**src/rtl/lut_prod_acc_if.sv**
```systemverilog
// Product-in / sum-out handshake bundle for lut_prod_accumulator.
// LUT_ACC_SATURATE_EN adds the out_ovf flag to the result side.
interface lut_prod_acc_if #(
  parameter int unsigned PROD_W = 16,
  parameter int unsigned ACC_W  = 19
);
  logic              in_valid;
  logic              in_ready;
  logic [PROD_W-1:0] in_prod;
  logic              in_last;
  logic              out_valid;
  logic              out_ready;
  logic [ACC_W-1:0]  out_sum;
  logic [7:0]        out_count;
`ifdef LUT_ACC_SATURATE_EN
  logic              out_ovf;

  modport master (output in_valid, in_prod, in_last, out_ready,
                  input  in_ready, out_valid, out_sum, out_count, out_ovf);
  modport slave  (input  in_valid, in_prod, in_last, out_ready,
                  output in_ready, out_valid, out_sum, out_count, out_ovf);
`else
  modport master (output in_valid, in_prod, in_last, out_ready,
                  input  in_ready, out_valid, out_sum, out_count);
  modport slave  (input  in_valid, in_prod, in_last, out_ready,
                  output in_ready, out_valid, out_sum, out_count);
`endif
endinterface

```
**src/rtl/lut_prod_accumulator.sv**
```systemverilog
// Frame accumulator for the LUT constant-multiplier product stream.
// Optional LUT_ACC_SATURATE_EN: saturating add plus out_ovf flag; default wraps modulo 2^ACC_W.
module lut_prod_accumulator #(
  parameter int unsigned PROD_W  = 16,
  parameter int unsigned ACC_LEN = 8,
  parameter int unsigned ACC_W   = 19
) (
  input  logic           clk,
  input  logic           rst,
  lut_prod_acc_if.slave  bus,
  output logic           busy
);
  localparam int unsigned CNT_W = 8;

  typedef enum logic [1:0] {IDLE, ACC, HOLD} state_t;

  state_t            state;
  logic [ACC_W-1:0]  acc;
  logic [ACC_W-1:0]  acc_add;
  logic [CNT_W-1:0]  cnt;
  logic [CNT_W-1:0]  cnt_inc;
  logic [ACC_W-1:0]  out_sum;
  logic [CNT_W-1:0]  out_count;
  logic              in_ready;
  logic              out_valid;
  logic              beat;
  logic              done;
`ifdef LUT_ACC_SATURATE_EN
  localparam int unsigned SUM_W = ACC_W + 1;
  logic [SUM_W-1:0]  sum_wide;
  logic              add_ovf;
  logic              frame_ovf;
  logic              out_ovf;
`endif

  // Beat qualification, next accumulator value and frame-completion detect
  always_comb begin
    beat    = bus.in_valid && in_ready;
    cnt_inc = cnt + CNT_W'(1);
    done    = beat && (bus.in_last || (cnt_inc == CNT_W'(ACC_LEN)));
`ifdef LUT_ACC_SATURATE_EN
    sum_wide = SUM_W'(acc) + SUM_W'(bus.in_prod);
    add_ovf  = sum_wide[ACC_W];
    acc_add  = add_ovf ? '1 : sum_wide[ACC_W-1:0];
`else
    acc_add  = acc + ACC_W'(bus.in_prod);
`endif
  end

  always_ff @(posedge clk or posedge rst) begin
    if (rst) begin
      state     <= IDLE;
      acc       <= '0;
      cnt       <= '0;
      in_ready  <= 1'b1;
      out_valid <= 1'b0;
      out_sum   <= '0;
      out_count <= '0;
      busy      <= 1'b0;
`ifdef LUT_ACC_SATURATE_EN
      frame_ovf <= 1'b0;
      out_ovf   <= 1'b0;
`endif
    end else begin
      case (state)
        IDLE, ACC: begin
          if (beat) begin
            acc  <= acc_add;
            cnt  <= cnt_inc;
            busy <= 1'b1;
`ifdef LUT_ACC_SATURATE_EN
            frame_ovf <= frame_ovf | add_ovf;
`endif
            if (done) begin
              state     <= HOLD;
              in_ready  <= 1'b0;
              out_valid <= 1'b1;
              out_sum   <= acc_add;
              out_count <= cnt_inc;
`ifdef LUT_ACC_SATURATE_EN
              out_ovf   <= frame_ovf | add_ovf;
`endif
            end else begin
              state <= ACC;
            end
          end
        end
        HOLD: begin
          // Result stays frozen until the consumer takes it; accumulator clears with the handshake
          if (bus.out_ready) begin
            state     <= IDLE;
            acc       <= '0;
            cnt       <= '0;
            in_ready  <= 1'b1;
            out_valid <= 1'b0;
            busy      <= 1'b0;
`ifdef LUT_ACC_SATURATE_EN
            frame_ovf <= 1'b0;
            out_ovf   <= 1'b0;
`endif
          end
        end
        default: begin
          state     <= IDLE;
          in_ready  <= 1'b1;
          out_valid <= 1'b0;
          busy      <= 1'b0;
        end
      endcase
    end
  end

  assign bus.in_ready  = in_ready;
  assign bus.out_valid = out_valid;
  assign bus.out_sum   = out_sum;
  assign bus.out_count = out_count;
`ifdef LUT_ACC_SATURATE_EN
  assign bus.out_ovf   = out_ovf;
`endif

endmodule
```
**src/flat_wrapper.sv**
```systemverilog
// flat-port wrapper written by rule: the top's interface ports become plain ports
module lut_prod_accumulator_flat 
#(
  parameter int unsigned PROD_W  = 16,
  parameter int unsigned ACC_LEN = 8,
  parameter int unsigned ACC_W   = 19
)
  (clk, rst, busy, bus_in_valid, bus_in_prod, bus_in_last, bus_out_ready, bus_in_ready, bus_out_valid, bus_out_sum, bus_out_count);
  lut_prod_acc_if #(.PROD_W(PROD_W), .ACC_W(ACC_W)) bus_i ();
  input  logic clk;
  input  logic rst;
  output logic busy;
  input wire logic [$bits(bus_i.in_valid)-1:0] bus_in_valid;
  input wire logic [$bits(bus_i.in_prod)-1:0] bus_in_prod;
  input wire logic [$bits(bus_i.in_last)-1:0] bus_in_last;
  input wire logic [$bits(bus_i.out_ready)-1:0] bus_out_ready;
  output wire logic [$bits(bus_i.in_ready)-1:0] bus_in_ready;
  output wire logic [$bits(bus_i.out_valid)-1:0] bus_out_valid;
  output wire logic [$bits(bus_i.out_sum)-1:0] bus_out_sum;
  output wire logic [$bits(bus_i.out_count)-1:0] bus_out_count;
  assign bus_i.in_valid = bus_in_valid;
  assign bus_i.in_prod = bus_in_prod;
  assign bus_i.in_last = bus_in_last;
  assign bus_i.out_ready = bus_out_ready;
  assign bus_in_ready = bus_i.in_ready;
  assign bus_out_valid = bus_i.out_valid;
  assign bus_out_sum = bus_i.out_sum;
  assign bus_out_count = bus_i.out_count;
  lut_prod_accumulator #(.PROD_W(PROD_W), .ACC_LEN(ACC_LEN), .ACC_W(ACC_W)) u_core (.clk(clk), .rst(rst), .bus(bus_i), .busy(busy));
endmodule
```
**config.mk**
```make
export PLATFORM = sky130hd
export DESIGN_NAME = lut_prod_accumulator_flat
export DESIGN_NICKNAME = d
export VERILOG_FILES = /design/src/rtl/lut_prod_acc_if.sv /design/src/rtl/lut_prod_accumulator.sv /design/src/flat_wrapper.sv
export SDC_FILE = /design/constraint.sdc
export NUM_CORES = 1
export LEC_CHECK = 0
export CAP_MARGIN = 20
export CORE_UTILIZATION = 35
export DETAILED_ROUTE_END_ITERATION = 8
export GPL_TIMING_DRIVEN = 0
export PLACE_DENSITY = 0.64
export SETUP_SLACK_MARGIN = 0.15
export SLEW_MARGIN = 25
export SYNTH_ARGS = -nofsm -noshare
export SYNTH_HDL_FRONTEND = slang
export SYNTH_SLANG_ARGS = --single-unit
```
**constraint.sdc**
```tcl
create_clock -name clk -period 2.58 [get_ports clk]
set_input_delay 0.387 -clock clk [delete_from_list [all_inputs] [get_ports clk]]
set_output_delay 0.387 -clock clk [all_outputs]
set_load 0.005 [all_outputs]
```
==> run metrics, run 1 <==
Worst Setup End Kind=flop; Post-synth EDFFs=0; Wirelength per Cell=15.7 um; Die Y=101 um; core area=0.00937 mm^2; initial drt markers=between 100 and 150; number of max-cap violations=0; DPL Wire Length=5730 um; Clock Pin Slew Worst Setup and Hold Paths=0.08 ns; Crit path required time=2.82 ns; Yosys cell types=55; Comb pwr share=52.1%; power density over the cells=1180 mW/mm^2; pin count of the biggest net entering global routing=47; gpl congestion=0.877; top cells by area, synth=dfrtp_1 (42%), ha_1 (6.2%), mux2_4 (5.7%), a22o_1 (4.6%), a21oi_1 (3.5%); via-per-instance ratio=between 5 and 6; Setup violations, final=0; commonest non-fill, non-tap cells in the layout=dfrtp_1 (58), clkdlybuf4s50_1 (47), nand2_1 (30), a21oi_1 (23), nor2_1 (20); status=finished, final reports clean; PortBufs=50; die area=0.0102 mm^2; CP Class=reg2reg; WP data arrival=2.64 ns; largest area contributor in the synthesized netlist=dfrtp_1; Post-Route WL=8250 um; CTS tree=done; crit share post-route=92.8%; detailed-route DRC error count=0; Clock Sinks=between 50 and 60; final hold vios=0; GRT overflow=0; P_int=3350 uW; worst slew pin tran=approximately 0.57 ns; worst-path maximum fanout=6; layout cells sized above 1=roughly a fifth; Slew headroom=approximately 60%; clock power share=around 18%; pre-CTS setup slack=-0.432 ns; RSZ-0062 raised after global routing=yes; Max Transition Viols Final=0; mapped cell area=0.00342 mm^2; slack of the critical path=0.186 ns; nets=between 400 and 500; Static Leak=approximately 0.002 uW; post-synth top area share=42.4%; Synthesized Nets=365; Hold Path Class=in2async; CTS Root Buffer Type=clkbuf_8; switching share of power=37.4%; Syn Inst Count=between 300 and 400; Synth Warn #=0; Synth async-reset ratio=between 90% and 100%; Initial Util=36.5%; sequential share of power=between 20 and 30%; Hold Slack=0.295 ns; All-Layer GR Usage=between 10% and 20%; Final min period=2.39 ns; maximum vdd drop=0.550 mV; FP Rows=35; Inserted Clock Buffers=9; fillers=892; register area share after synthesis=around 43%; syn avg cell area=10.5 um^2; Synth Register Bits=a little under 60; TNS Setup=0 ns; cts-stage hold buffer count=0; via count=2,723; f_max=418 MHz; antenna viol nets, final=0; first-pass GRT wire length=approximately 13,000 um; CTS Buffer Depth=2; CP startpoint kind=flop; Psw=2000 uW; Layout area overhead=32.1%; worst skew pair latency=between 0.3 and 0.4 ns; vias in the first global route=between 2,000 and 3,000; Detailed Routing Iterations Pass 1=4; Synth Flop Type=dfrtp_1; commonest non-fill, non-tap cell in the layout=dfrtp_1; skew final=0.0106 ns; initial antenna violation count=0; # diodes=0; H-Tree Depth=3; chip width=around 100 um; Top-Level Pins=a little over 50
sequential cells by signal, summed over array words and instances, names as in the netlist:
name                  count
u_core.acc               19
u_core.bus.out_sum       19
u_core.bus.out_valid      1
u_core.cnt                8
u_core.state              2
u_core.busy               1
u_core.bus.in_ready       1
u_core.bus.out_count      8
Yosys cell counts, types with 2 or more instances:
cell type and number:
clkbuf_1 9, a211o_1 3, mux2_2 4, inv_1 8, o21ai_0 14, or2_1 2
mux2_4 13, a21o_1 10, xor2_1 6, o31ai_1 6, or2_2 2, dfrtp_1 58
a31oi_1 5, a221oi_1 2, o21a_1 5, xnor2_1 11, a21oi_1 24, nand2_1 30
nor3_1 5, a211oi_1 2, nand4_1 6, and3_1 3, and2_1 3, a22o_1 18
nor2_1 21, buf_2 3, buf_6 3, ha_1 17, nand3_1 7
power groups by stage:
stage          logic (uW)  registers [uW]  clock network [uW]
2_1_floorplan        1690            1580                   0
3_3_place_gp         2530            1590                   0
3_5_place_dp         2570            1600                   0
4_1_cts              2670            1590                 993
5_1_grt              3060            1650                1040
6_report             2790            1590                 969
per-stage QoR:
stage          total power [uW]  instance area (um^2)  std cells  utilization (%)
2_1_floorplan              3270                  3420        326                -
3_3_place_gp               4120                  4090        505             43.6
3_5_place_dp               4170                  4120        506             43.9
4_1_cts                    5250                  4400        524             47.0
5_1_grt                    5750                  4520        527             48.2
6_report                   5360                  4520        527             48.2
kinds of logic after synthesis:
family / Yosys count / synth area share [%]
flops: 59 / 43.2
mux: 18 / 7.31
fa+ha+maj: 18 / 6.80
compound gates: 103 / 22.2
buf+inv: 24 / 3.44
xor+xnor: 17 / 4.35
simple gates: 87 / 12.7
repair_timing:
action / 4_1_cts / 5_1_grt
resized for setup: 12 / 16
cloned: 0 / 0
endpoints found under the hold margin: 0 / 0
endpoints found under the setup margin: 11 / 35
buffers inserted: 2 / 3
pin swaps: 10 / 11
critical path, cell delays in order, from the launching register on:
cell and delay [ns]:
dfrtp_1 0.43, buf_4 0.16, fa_2 0.36, a21o_1 0.21, nand4_1 0.17, a2111oi_2 0.10, o31a_1 0.34, or2_1 0.27
a32o_1 0.25
per-layer routing:
metal | GRT usage, % | vias up | wire length, um
met1 | 22.3 | 1289 | 3870
met5 | 0 | - | 0
met2 | 26.8 | 78 | 3740
met3 | 4.65 | 18 | 380
met4 | 9.36 | 0 | 266
li1 | - | 1338 | -
final cells by class:
type	count	area, um^2	area share (%)
sequential	59	1480	32.7
tap	129	161	3.57
clock inverter	6	88.8	1.97
buffer	16	88.8	1.97
multi-input combinational	243	1960	43.5
clock buffer	10	138	3.04
timing repair buffer	56	569	12.6
inverter	8	32.5	0.720
final timing paths:
path / cells after the start / slack (ns) / end / start
setup / recovery: 8 / 0.19 / u_core.acc[18] / u_core.acc[1]
hold / removal: 2 / 0.30 / u_core.bus.out_valid / rst
setup reg to reg: 8 / 0.19 / u_core.acc[18] / u_core.acc[1]
hold reg to reg: 2 / 0.48 / u_core.bus.out_valid / u_core.bus.out_valid
max in group asynchronous: 3 / 1.79 / u_core.acc[14] / rst
min in group clk: 3 / 0.48 / u_core.bus.out_sum[0] / bus_in_prod[0]
No activity file was read; power rests on OpenSTA's default activity.
==> run 2, diff against run 1 <==
--- a/config.mk
+++ b/config.mk
@@ -8,8 +8,9 @@
 export CAP_MARGIN = 20
 export CORE_UTILIZATION = 35
 export DETAILED_ROUTE_END_ITERATION = 8
+export DONT_BUFFER_PORTS = 1
 export GPL_TIMING_DRIVEN = 0
-export PLACE_DENSITY = 0.64
+export PLACE_DENSITY = 0.57
 export SETUP_SLACK_MARGIN = 0.15
 export SLEW_MARGIN = 25
 export SYNTH_ARGS = -nofsm -noshare
==> run metrics, run 2 (same netlist as run 1, synthesis figures left out) <==
status=finished, final reports clean; detailed-route DRC error count=0 (unchanged); number of max-cap violations=0 (unchanged); multi-input logic area=0.00198 mm^2 (+0.89%); fillers=912 (+2.2%); Worst R2R Start=u_core.acc[0]; initial antenna violation count=0 (unchanged); R2R setup slack=0.12 ns (-0.06 ns); first-pass GRT wire length=13,400 um (+0.21%); Detailed Routing Iterations Pass 1=5 (+1); DPL Wire Length=5880 um (+2.6%); Post-Place Cell Area=0.00361 mm^2 (-12%); total power=4790 uW (-11%); Die Y=101 um (unchanged); Initial Util=36.5% (unchanged); Non-Filler Instances=481 (-8.7%); PortBufs=0 (-100%); vias in the first global route=2,565 (-4.8%); Reg area=0.00148 mm^2 (unchanged); Top-Level Pins=51 (unchanged); CP Class=reg2reg; Hold Slack=0.216 ns (-0.0792 ns); All-Layer GR Usage=17.3% (-0.13 points); Worst Setup End Kind=flop; core area=0.00937 mm^2 (unchanged); Final min period=2.46 ns (+0.0648 ns); initial drt markers=121 (+11%); crit path from=u_core.acc[0]; power density over the cells=1190 mW/mm^2 (+0.35%); layout cells sized above 1=22.2% (+2.3 points); chip width=101 um (unchanged); Crit path required time=2.81 ns (about the same); nets=386 (-11%); final hold vios=0 (unchanged); gpl congestion=0.899 (+2.6%); commonest non-fill, non-tap cell in the layout=dfrtp_1; worst slew pin tran=0.617 ns (+0.0426 ns); crit share post-route=95.3% (+2.5 points); pin count of the biggest net entering global routing=44 (-6.4%); Post-Route WL=8330 um (+0.90%); FP Rows=35 (unchanged); H-Tree Depth=3 (unchanged); Hold Path Class=in2reg; RSZ-0062 raised after global routing=yes; via-per-instance ratio=5.36 (+3.8%); worst-path maximum fanout=5 (-1); via count=2,580 (-5.3%); placed insts=456 (-9.9%); maximum vdd drop=0.481 mV (-13%); WP data arrival=2.69 ns (+0.05 ns); Hold Startpoint=bus_in_valid; commonest non-fill, non-tap cells in the layout=dfrtp_1 (58), nand2_1 (30), a21oi_1 (23), nor2_1 (21), a22o_1 (18); Wirelength per Cell=17.3 um (+11%); die area=0.0102 mm^2 (unchanged); Top Registers=u_core.acc x19, u_core.bus.out_sum x19; GRT overflow=0 (unchanged); worst skew pair latency=0.34 ns (about the same); Slew headroom=58.9% (-2.8 points); CTS tree=done; CTS Buffer Depth=2 (unchanged); Clock Sinks=59 (unchanged); Inserted Clock Buffers=9 (unchanged); CP startpoint kind=flop; final instance area=0.00403 mm^2 (-11%); Static Leak=0.00176 uW (-11%); # diodes=0 (unchanged); skew final=0.0117 ns (+0.00102 ns); f_max=407 MHz (-2.6%); Layout area overhead=17.7%; CTS Root Buffer Type=clkbuf_8; antenna viol nets, final=0 (unchanged); Max Transition Viols Final=0 (unchanged); Clock Pin Slew Worst Setup and Hold Paths=0.07 ns (about the same); Setup violations, final=0 (unchanged)
run 2: cell types whose count changed in the layout (fill, tap and decap cells not counted), sizes merged:
cell           previous run  this run
clkdlybuf4s50            47         0
clkbuf                   20        23
clkinvlp                  2         1
buf                      12        15
dlymetal6s2s              2         0
bufinv                    2         0
dlygate4sd3               0         1
dlygate4sd2               1         0
run 2: routing by layer:
metal / part of all wire [%] / wire length, um / track usage, % / up-vias
met1: 48 / 3970 / 22.5 / 1260
met5: 0 / 0 / 0 / -
met2: 47 / 3950 / 28.2 / 62
li1: - / - / - / 1250
met3: 4.0 / 336 / 5.27 / 8
met4: 0.89 / 74 / 3.68 / 0
run 2: final cells by class:
type                            instances  area share, %
Buffer                                 16           2.20
Clock buffer                           13           4.19
Clock inverter                          3          0.528
Inverter                                8          0.807
Multi-Input combinational cell        243           49.2
Sequential cell                        59           36.7
Tap cell                              129           4.00
Timing Repair Buffer                   10           2.42
run 2: power by group:
group	switching [uW]	leakage (uW)	total, uW	internal [uW]
Clock	374	0.0000956	802	428
Sequential	321	0.000734	1640	1320
Combinational	1260	0.000935	2350	1080
run 2: metrics by stage:
| step | utilization (%) | setup TNS, ns | worst slack, ns |
|---|---|---|---|
| 2_1_floorplan | - | 0 | 0.233 |
| 3_3_place_gp | 38.3 | -1.19 | -0.0249 |
| 3_5_place_dp | 38.6 | 0 | 0.00405 |
| 4_1_cts | 40.9 | 0 | 0.150 |
| 5_1_grt | 43.0 | 0 | 0.0481 |
| 6_report | 43.0 | 0 | 0.121 |
run 2: path summary, 6_finish.rpt:
path | endpoint | cells past startpoint
setup / recovery | u_core.acc[18] | 8
hold reg to reg | u_core.acc[12] | 2
min in group asynchronous | u_core.bus.out_sum[5] | 2
setup reg to reg | u_core.acc[18] | 8
max in group asynchronous | u_core.bus.in_ready | 3
hold / removal | u_core.state[0] | 2
run 2: repair_timing:
action                                  4_1_cts  5_1_grt
hold buffers                                  1        0
endpoints found under the setup margin        8       38
pin swaps                                     2       17
endpoints found under the hold margin        16        0
setup buffers                                 1        7
resized for setup                             4       22
run 2: critical path, stage by stage (launching register included):
cell,delay [ns]
dfrtp_1,0.42
ha_4,0.19
fa_2,0.34
a21o_1,0.18
nand4_1,0.20
a2111oi_4,0.12
o31a_1,0.38
or2_1,0.27
a32o_1,0.25
==> run 3, diff against run 2 <==
--- a/config.mk
+++ b/config.mk
@@ -8,9 +8,8 @@
 export CAP_MARGIN = 20
 export CORE_UTILIZATION = 35
 export DETAILED_ROUTE_END_ITERATION = 8
-export DONT_BUFFER_PORTS = 1
 export GPL_TIMING_DRIVEN = 0
-export PLACE_DENSITY = 0.57
+export PLACE_DENSITY = 0.64
 export SETUP_SLACK_MARGIN = 0.15
 export SLEW_MARGIN = 25
 export SYNTH_ARGS = -nofsm -noshare
==> results of run 3 <==
No change in the layout: final DEF, timing and power equal those of run 1.
==> RTL edit: new RTL, flow settings as in run 2 <==
Re-encode `state_t` (3 states) as one-hot, 3 bits wide.
--- a/src/rtl/lut_prod_accumulator.sv
+++ b/src/rtl/lut_prod_accumulator.sv
@@ -13,5 +13,5 @@
   localparam int unsigned CNT_W = 8;
 
-  typedef enum logic [1:0] {IDLE, ACC, HOLD} state_t;
+  typedef enum logic [2:0] {IDLE = 3'b001, ACC = 3'b010, HOLD = 3'b100} state_t;
 
   state_t            state;
Formal check against the unedited RTL: same outputs for any inputs over 4 cycles, from zero or initial values and one cycle with rst high; so few cycles prove little.
==> RTL edit against run 2 <==
  * Worst setup slack improved by 0.031 ns
  * Critical endpoint is now u_core.bus.out_sum[18]
  * Cell area fell by 0.22%
  * Wire length fell by 1.4%
  * Synthesized area rose by 0.18%
  * Critical path type unchanged
  * Sequential cell count rose by 1
  * Highest routed layer unchanged
  * Power rose by 11%
  * Clock skew rose by 0.0043 ns
  * Final cell count did not move
==> RTL edit: results (changes against run 2) <==
| Metric | Value |
|---|---|
| Power Clock | `0.892 mW (+11%)` |
| Clock latency on the worst-skew pair | `0.35 ns` |
| Crit path max-delay family | `compound AO/OA/AOI/OAI gates` |
| Biggest regs | `u_core.acc x19, u_core.bus.out_sum x19` |
| Wire length on met1 | `3.76 mm (-5.3%)` |
| Net Sw Power | `2.20 mW (+12%)` |
| Total global-route track usage | `17.4% (+0.083 points)` |
| Share of cells above drive strength 1 | `22.7% (+0.57 points)` |
| Commonest cells post-synth | `dfrtp_1, nor2_1, a21oi_1` |
| Int Power | `3.12 mW (+10%)` |
| Crit-path slowest cell | `a221oi_4` |
| Sequential share of the synthesized area | `43.9% (+0.69 points)` |
| F_max | `412 MHz (+1.3%)` |
| Setup TNS | `0 ns (unchanged)` |
| Hpwl dp | `5.69 mm (-3.3%)` |
| Drt first pass iters | `4 (-1)` |
| Met2 WL | `3.84 mm (-2.7%)` |
| Largest net degree at the start of global routing | `46 (+4.5%)` |
| Dpl ws | `-0.0906 ns (-0.0947 ns)` |
| Adder-Cell Fraction of Synth Area | `6.79% (-0.012 points)` |
| WHS | `0.297 ns (+0.0806 ns)` |
| Crit path arrival time | `2.66 ns (-0.03 ns)` |
| Synth area leaders | `dfrtp_1, ha_1, mux2_4, a22o_1, xnor2_1` |
| Lkg Pwr | `1.75 nW (-0.61%)` |
| Dpl cell area | `3620 um2 (+0.17%)` |
| Critical path peak fanout | `7 (+2)` |
| WL met3 | `456 um (+36%)` |
| Final Skew | `0.0160 ns (+0.00430 ns)` |
| Synth Flop Type | `dfrtp_1` |
| Worst VDD drop | `0.376 mV (-22%)` |
| Internal reg-to-reg setup slack | `0.15 ns (+0.03 ns)` |
| CTS Root Cell | `clkbuf_8` |
| First-pass GRT wire length | `13.5 mm (+0.41%)` |
| Synthesized net count | `366 (+0.27%)` |
| Worst-path clk slew | `0.07 ns (about the same)` |
| Synth Area in XOR/XNOR | `5.11% (+0.76 points)` |
| Syn Inst Count | `327 (+0.31%)` |
| Cell variety after synth | `56 (+1.8%)` |
| M1 GR Usage | `22.3% (-0.24 points)` |
| Met2 GRT Util | `27.3% (-0.90 points)` |
| M3 GR Usage | `4.85% (-0.42 points)` |
| Vias in the first global route | `2644 (+3.1%)` |
| Post-synthesis mux area share | `6.90% (-0.41 points)` |
| # fillers | `918 (+0.66%)` |
| Status | `completed` |
| # placed instances | `457 (+0.22%)` |
| Via density | `5.40 (+0.70%)` |
| CTS resizes | `7 (+3)` |
| Synth Area in Compound Gates | `21.9% (-0.33 points)` |
| Post-CTS Setup Inserts | `4 (+3)` |
| GPL Wtd Cong | `0.847 (-5.8%)` |
| WL per Instance | `17.1 um (-1.4%)` |
| Iter 0 DRT Violations | `108 (-11%)` |
| Measured slew at the worst slew-check pin | `0.598 ns (-0.0195 ns)` |
| Register share of total power | `32.6% (-1.7 points)` |
RTL edit: path summary, 6_finish.rpt:
path                                 from                     end  cells after the start
max                         u_core.acc[0]  u_core.bus.out_sum[18]                      8
min                          bus_in_valid             u_core.busy                      2
max reg2reg                 u_core.acc[0]  u_core.bus.out_sum[18]                      8
min reg2reg                u_core.acc[12]          u_core.acc[12]                      1
max in group asynchronous             rst         u_core.state[0]                      3
min in group asynchronous             rst  u_core.bus.out_sum[15]                      2
RTL edit: cell type report:
| class | instances | area (um2) | area share (%) |
|---|---|---|---|
| plain buffers | 15 | 86.3 | 2.15 |
| clock buffers | 12 | 155 | 3.86 |
| clock inverters | 4 | 48.8 | 1.21 |
| inverters | 6 | 25.0 | 0.622 |
| multi-input cells | 246 | 1950 | 48.5 |
| flip-flops and latches | 60 | 1500 | 37.4 |
| well taps | 129 | 161 | 4.01 |
| repair buffers | 9 | 90.1 | 2.24 |
